<file path="config.mk">
export PLATFORM = sky130hd
export DESIGN_NAME = gcd_dispatch
export DESIGN_NICKNAME = d
export VERILOG_FILES = /design/src/rtl/gcd_dispatch.sv
export SDC_FILE = /design/constraint.sdc
export NUM_CORES = 1
export LEC_CHECK = 0
export CORE_UTILIZATION = 49
export CTS_BUF_LIST = sky130_fd_sc_hd__clkbuf_8 sky130_fd_sc_hd__clkbuf_16
export CTS_CLUSTER_SIZE = 10
export DETAILED_ROUTE_END_ITERATION = 6
export PLACE_DENSITY = 0.69
export SLEW_MARGIN = 20
export SYNTH_ARGS = -nofsm -noshare
export SYNTH_HDL_FRONTEND = slang
export SYNTH_SLANG_ARGS = --single-unit
</file>
<file path="constraint.sdc">
create_clock -name clk -period 4.15 [get_ports clk]
set_input_delay 0.6225 -clock clk [delete_from_list [all_inputs] [get_ports clk]]
set_output_delay 0.6225 -clock clk [all_outputs]
set_load 0.02 [all_outputs]
</file>
<file path="src/rtl/gcd_dispatch.sv">
// Front end for the binary GCD core: queues operand pairs, issues one job at a
// time with a single-cycle load pulse and returns each result on a valid/ready port.
module gcd_dispatch #(
  parameter int WIDTH = 32,
  parameter int DEPTH = 4
) (
  input  logic             clk,
  input  logic             reset,
  input  logic             in_valid,
  output logic             in_ready,
  input  logic [WIDTH-1:0] in_a,
  input  logic [WIDTH-1:0] in_b,
  output logic             out_valid,
  input  logic             out_ready,
  output logic [WIDTH-1:0] out_gcd,
  output logic             out_zero,
  output logic             core_ld,
  output logic [WIDTH-1:0] core_a,
  output logic [WIDTH-1:0] core_b,
  input  logic             core_ready,
  input  logic             core_done,
  input  logic [WIDTH-1:0] core_result,
  output logic             busy
);

  localparam int AW = $clog2(DEPTH);
  localparam logic [AW:0] Full = DEPTH[AW:0];

  typedef enum logic [1:0] {IDLE, ISSUE, WAIT, HOLD} state_t;

  state_t           state_q, state_d;
  logic [WIDTH-1:0] memA_q [DEPTH];
  logic [WIDTH-1:0] memB_q [DEPTH];
  logic [AW-1:0]    wrPtr_q, rdPtr_q;
  logic [AW:0]      count_q;
  logic [WIDTH-1:0] opA_q, opA_d, opB_q, opB_d;
  logic [WIDTH-1:0] outGcd_q, outGcd_d;
  logic             outZero_q, outZero_d;
  logic             push, pop;
  logic [WIDTH-1:0] headA, headB;

  assign in_ready = (count_q != Full);
  assign push     = in_valid && in_ready;
  assign pop      = (state_q == IDLE) && (count_q != '0);
  assign headA    = memA_q[rdPtr_q];
  assign headB    = memB_q[rdPtr_q];

  assign core_a   = opA_q;
  assign core_b   = opB_q;
  assign out_gcd  = outGcd_q;
  assign out_zero = outZero_q;
  assign busy     = (count_q != '0) || (state_q != IDLE);

  always_ff @(posedge clk) begin
    if (push) begin
      memA_q[wrPtr_q] <= in_a;
      memB_q[wrPtr_q] <= in_b;
    end
  end

  always_ff @(posedge clk) begin
    if (reset) begin
      wrPtr_q <= '0;
      rdPtr_q <= '0;
      count_q <= '0;
    end else begin
      if (push) wrPtr_q <= wrPtr_q + AW'(1);
      if (pop)  rdPtr_q <= rdPtr_q + AW'(1);
      if (push && !pop)      count_q <= count_q + (AW+1)'(1);
      else if (pop && !push) count_q <= count_q - (AW+1)'(1);
    end
  end

  always_ff @(posedge clk) begin
    if (reset) begin
      state_q   <= IDLE;
      opA_q     <= '0;
      opB_q     <= '0;
      outGcd_q  <= '0;
      outZero_q <= 1'b0;
    end else begin
      state_q   <= state_d;
      opA_q     <= opA_d;
      opB_q     <= opB_d;
      outGcd_q  <= outGcd_d;
      outZero_q <= outZero_d;
    end
  end

  // Zero operands never terminate in the binary core, so they bypass it:
  // gcd(0,x)=x and gcd(0,0) is reported as 0 with out_zero set.
  always_comb begin
    state_d   = state_q;
    opA_d     = opA_q;
    opB_d     = opB_q;
    outGcd_d  = outGcd_q;
    outZero_d = outZero_q;
    core_ld   = 1'b0;
    out_valid = 1'b0;
    case (state_q)
      IDLE: begin
        if (pop) begin
          opA_d = headA;
          opB_d = headB;
          if (headA != '0 && headB != '0) begin
            state_d = ISSUE;
          end else begin
            state_d   = HOLD;
            outGcd_d  = headA | headB;
            outZero_d = (headA == '0) && (headB == '0);
          end
        end
      end
      ISSUE: begin
        core_ld = core_ready;
        if (core_ready) state_d = WAIT;
      end
      WAIT: begin
        if (core_done) begin
          outGcd_d  = core_result;
          outZero_d = 1'b0;
          state_d   = HOLD;
        end
      end
      HOLD: begin
        out_valid = 1'b1;
        if (out_ready) state_d = IDLE;
      end
      default: state_d = IDLE;
    endcase
  end

endmodule

</file>
# --- Yosys cells after proc, flatten, opt, wreduce, memory -nomap -nowiden ---
# Memory sizes are Yosys's and may differ from the RTL's. A register that Yosys moved wholly into a read port is not among the register bits.
# Cells that the tools add are included.
totals:
  reg_bits: 106
  latchBits: 0
  ram_bits: 256
  mem_bits_ro: 0
  inputBits: 102
  out_inout_bits: 101
  word_cells: 69
  n_memories: 2
op_classes:
  add_sub_neg: 4
  multipliers: 0
  div: 0
  order_cmp: 0
  eq_ne: 9
  n_shift: 0
  mux: 24
  bitwise: 1
  n_reduce_logical: 21
memory_table:
  columns: ["memory", "depth", "word_bits", "rd", "rd_ports_with_merged_regs", "write_ports", "line_no", "text"]
  rows:
  - ["memA_q", 4, 32, 1, 1, 1, "32", "logic [WIDTH-1:0] memA_q [DEPTH];"]
  - ["memB_q", 4, 32, 1, 1, 1, "33", "logic [WIDTH-1:0] memB_q [DEPTH];"]
op_table:
  columns: ["op", "n"]
  rows:
  - ["$mux 32", 3]
  - ["$logic_not 32->1", 2]
  - ["$pmux 32 s2", 1]
  - ["$reduce_bool 32->1", 2]
  - ["$or 32x32->32", 1]
  - ["$mux 2", 9]
  - ["$ne 2x2->1 const B", 5]
  - ["$pmux 2 s4", 1]
  - ["$reduce_and 4->1", 2]
  - ["$mux 1", 7]
  - ["$logic_and 1x1->1", 6]
  - ["$mux 3", 2]
  - ["$reduce_bool 2->1", 3]
  - ["$add 2x1->2 const B", 2]
  - ["$eq 2x2->1 const B", 2]
  - ["$add 3x1->3 const B", 1]
  - ["$ne 3x3->1 const B", 1]
  - ["$reduce_bool 3->1", 1]
  - ["$sub 3x1->3 const B", 1]
  - ["$eq 2x1->1 const B", 1]
  - ["$logic_not 1->1", 2]
  - ["$logic_not 2->1", 1]
  - ["$pmux 1 s2", 1]
  - ["$reduce_and 2->1", 1]
  - ["$logic_or 1x1->1", 1]

# --- Logic depth before layout (Yosys ltp) ---
depth:
  word_depth: 6
  depth_mapped: 12
  depth_no_buf: 11

# --- Worst setup path after synthesis ---
# OpenSTA, ideal clock, no wires.
synth_path:
  kind: "reg-to-reg"
  from: "register (tool-made name)"
  to: "register outZero_q (netlist: out_zero)"
  setup_time_ns: 0.070
  t_arrival_ns: 2.686
  required_time_ns: 4.080
  setup_slack_ns: 1.394
  stages_incl_launch_ff: 11
  path_buffers: 3
  period_less_slack_ns: 2.756
  cell_sequence: "dfxtp_1 -> clkbuf_1 -> clkbuf_1 -> mux4_2 -> nor4_1 -> nand4_1 -> nor2_1 -> o31ai_1 -> buf_2 -> or4_1 -> a21oi_1"
synth_lines:
  columns: ["element", "line_no", "text"]
  rows:
  - ["end signal: assignment", "86", "outZero_q <= outZero_d;"]
  - ["end: declaration", "38", "logic outZero_q, outZero_d;"]

==> run_results.csv <==
group,metric,value,unit
outcome,outcome,"finished, final reports clean",
yosys,synth_compound_area_share,6.24,%
cells_and_area,final_common_cell,"edfxtp_1",
timing,drv_slew,0,
timing,maxSlewHeadroom,41.8,%
floorplan,die_w,170,um
drt,ant_nets,0,
timing,rsz0062_at_grt,"no",
global_route,antenna_found_initial,1,
drt,drcViolationCount,0,
timing,tns,0,ns
yosys,synth_adder_area_share,1.05,%
yosys,syn-num-nets,1043,
yosys,synth_cell_types,31,
setup_path,cp_slowest_cell,"mux4_2",
floorplan,die_area,28900,sq um
global_route,grt_pass1_vias,8616,
floorplan,initial_core_util,49.8,%
setup_path,end_kind,"flop",
setup_path,path_cells,"buf_12 -> mux4_2 -> nor4_1 -> nand4_1 -> nor2_1 -> o31ai_4 -> buf_6 -> buf_12 -> or3_1 -> a21oi_1",
setup_path,start_kind,"flop",
cells_and_area,diodes,0,
drt,drtPass1Iterations,5,
cells_and_area,drive_gt1_share,12.0,%
yosys,syn_inst,930,
yosys,synth_top_family_by_area,"multiplexers",
drt,dr_total_vias,8949,
global_route,gr-usage-all-layers,25.9,%
timing,hold_violations,0,
cells_and_area,final_cell_area,17500,sq um
floorplan,coreArea,27800,sq um
yosys,synthMuxAreaShare,10.6,%
setup_path,crit_path_max_fanout,34,
yosys,syn_area_per_cell,14.9,sq um
global_route,grt-ovfl-total,0,
yosys,syn_area,13800,sq um
placement,gp_congestion,0.859,
setup_path,cp.arrival,3.96,ns
floorplan,ios,203,
setup_path,cpMostUsedCell,"buf_12",
yosys,synth-xor-area-share,0.317,%
placement,dpl_cell_area,16300,sq um
clock_network,clockRootBuffer,"clkbuf_16",
yosys,synth-seq-cells,364,
clock_network,clk_path_buf_depth,3,
yosys,ys_seq_area_share,71.2,%
clock_network,cts-htree-levels,2,
clock_network,hold_buffers,0,
cells_and_area,area_delta_synth_final,26.8,%
clock_network,numCtsBuffers,42,
clock_network,clk_pin_slew,0.06,ns
setup_path,cp_slowest_stage_delay,0.59,ns
timing,period_minus_slack,3.51,ns
power_and_ir_drop,vdd_drop_max,341,uV
timing,min_period_over_period,84.7,%
clock_network,cts_resized,0,
clock_network,numClockSinks,364,
clock_network,post_cts_buffers,0,
cells_and_area,final_nets,1247,
worst_hold_path,min_path_type,"flop to flop",
global_route,grt_max_degree,77,
setup_path,critPathKind,"flop to flop",
placement,io_buffer_count,202,
timing,clock_skew,0.0149,ns
run,drv_cap,0,
power_and_ir_drop,p_per_area,715,nW/um^2
timing,setup_viol,0,
cells_and_area,final_cell_mix,"edfxtp_1 (256), clkdlybuf4s50_1 (201), nand2_1 (133)",
placement,hpwlAfterDp,25300,um
drt,routedWlPerCell,24.1,um
clock_network,clk_latency,0.52,ns
power_and_ir_drop,leakage,5.85,nW
timing,max_freq,0.285,GHz
clock_network,cts_tree,"yes",
drt,drt-total-wl,37300,um
timing,tightest_slew,0.874,ns
setup_path,required,4.59,ns
yosys,yosysWarnings,0,
drt,drt_iter0_drc,1079,
drt,viasPerCell,5.80,
global_route,grt_pass1_wl,54000,um
yosys,synthSimpleGateAreaFrac,8.26,%
floorplan,rows,61,
floorplan,die_y,170,um
==> area by class of cell <==
class                      count  area, sq um
clock inverter                32          125
fill                        2075        10300
multi-input combinational    494         3690
tap                          378          473
clock buffer                  44         1090
timing repair buffer         221         2250
sequential                   364         9850
inverter                      11         41.3
==> synth_stat cells, drive strengths merged <==
master	count	area [sq um]
or3	65	407
and2	2	12.5
a31o	1	8.76
nor2	15	56.3
edfxtp	256	7690
xnor2	2	17.5
clkbuf	48	180
o31ai	1	7.51
mux4	64	1440
inv	11	41.3
ha	10	125
mux2i	2	20.0
a221oi	1	8.76
nand2	133	499
nor3	2	10.0
nor4	16	100
a21oi	99	495
buf	13	104
fa	1	20.0
o21ai	67	335
or4	1	7.51
dfxtp	108	2160
and3	4	25.0
nand4	4	25.0
a211oi	1	7.51
xor2	3	26.3
==> kinds of logic (layout without fill, tap and decap cells) <==
| family | count (synthesis) | after routing |
|---|---|---|
| AOI/OAI and AO/OA | 170 | 170 |
| adders and majority gates | 11 | 11 |
| buffers and inverters | 72 | 308 |
| xor gates and xnor gates | 5 | 5 |
| and+or+nand+nor | 242 | 242 |
| muxes | 66 | 66 |
| DFF | 364 | 364 |
==> routing by layer <==
metal | GRT usage (%) | vias to the layer above | share of wire, %
li1 | - | 3928 | -
met4 | 8.58 | 2 | 2.9
met5 | 0 | - | 0.035
met3 | 5.67 | 78 | 9.7
met2 | 40.8 | 477 | 47
met1 | 36.0 | 4464 | 40
==> stage by stage <==
stage | hold WS, ns | power (mW) | std cells | setup slack [ns] | utilization (%)
2_1_floorplan | 0.472 | 7.46 | 930 | 1.39 | -
3_3_place_gp | 0.444 | 9.30 | 1467 | 0.715 | 58.7
3_5_place_dp | 0.449 | 9.37 | 1468 | 0.681 | 58.7
4_1_cts | 0.456 | 12.6 | 1544 | 0.632 | 63.1
5_1_grt | 0.474 | 13.1 | 1544 | 0.383 | 63.1
6_report | 0.454 | 12.5 | 1544 | 0.635 | 63.1
==> sequential cells by signal (all words and copies together) (netlist names), named ones only <==
signal    count
core_a       32
core_b       32
count_q       3
memA_q      128
memB_q      128
out_gcd      32
out_zero      1
rdPtr_q       2
state_q       2
wrPtr_q       2
==> report_power, final <==
group	switching [mW]	total (mW)	leakage, nW	internal [mW]
Clock	1.35	3.22	0.707	1.87
Sequential	0.308	4.83	3.23	4.52
Combinational	2.74	4.49	1.91	1.75
==> final timing paths <==
check	startpoint	end	slack, ns	cells past startpoint
worst max-delay path	flop	out_gcd[17]$_SDFFE_PP0P_	0.64	10
worst min-delay path	core_a[8]$_SDFFE_PP0P_	core_a[8]$_SDFFE_PP0P_	0.45	2
worst min register to register	core_a[8]$_SDFFE_PP0P_	core_a[8]$_SDFFE_PP0P_	0.45	2
worst max register to register	flop	out_gcd[17]$_SDFFE_PP0P_	0.64	10
==> worst max-delay path: cells and delay by family (launching register included) <==
| kind | cells | cell delay, ns |
|---|---|---|
| AND/OR/NAND/NOR | 4 | 1.27 |
| multiplexers | 1 | 0.59 |
| buffers and inverters | 3 | 0.66 |
| flip-flops | 1 | 0.56 |
| AO/OA/AOI/OAI | 2 | 0.32 |
No activity file was read; power rests on OpenSTA's default activity.
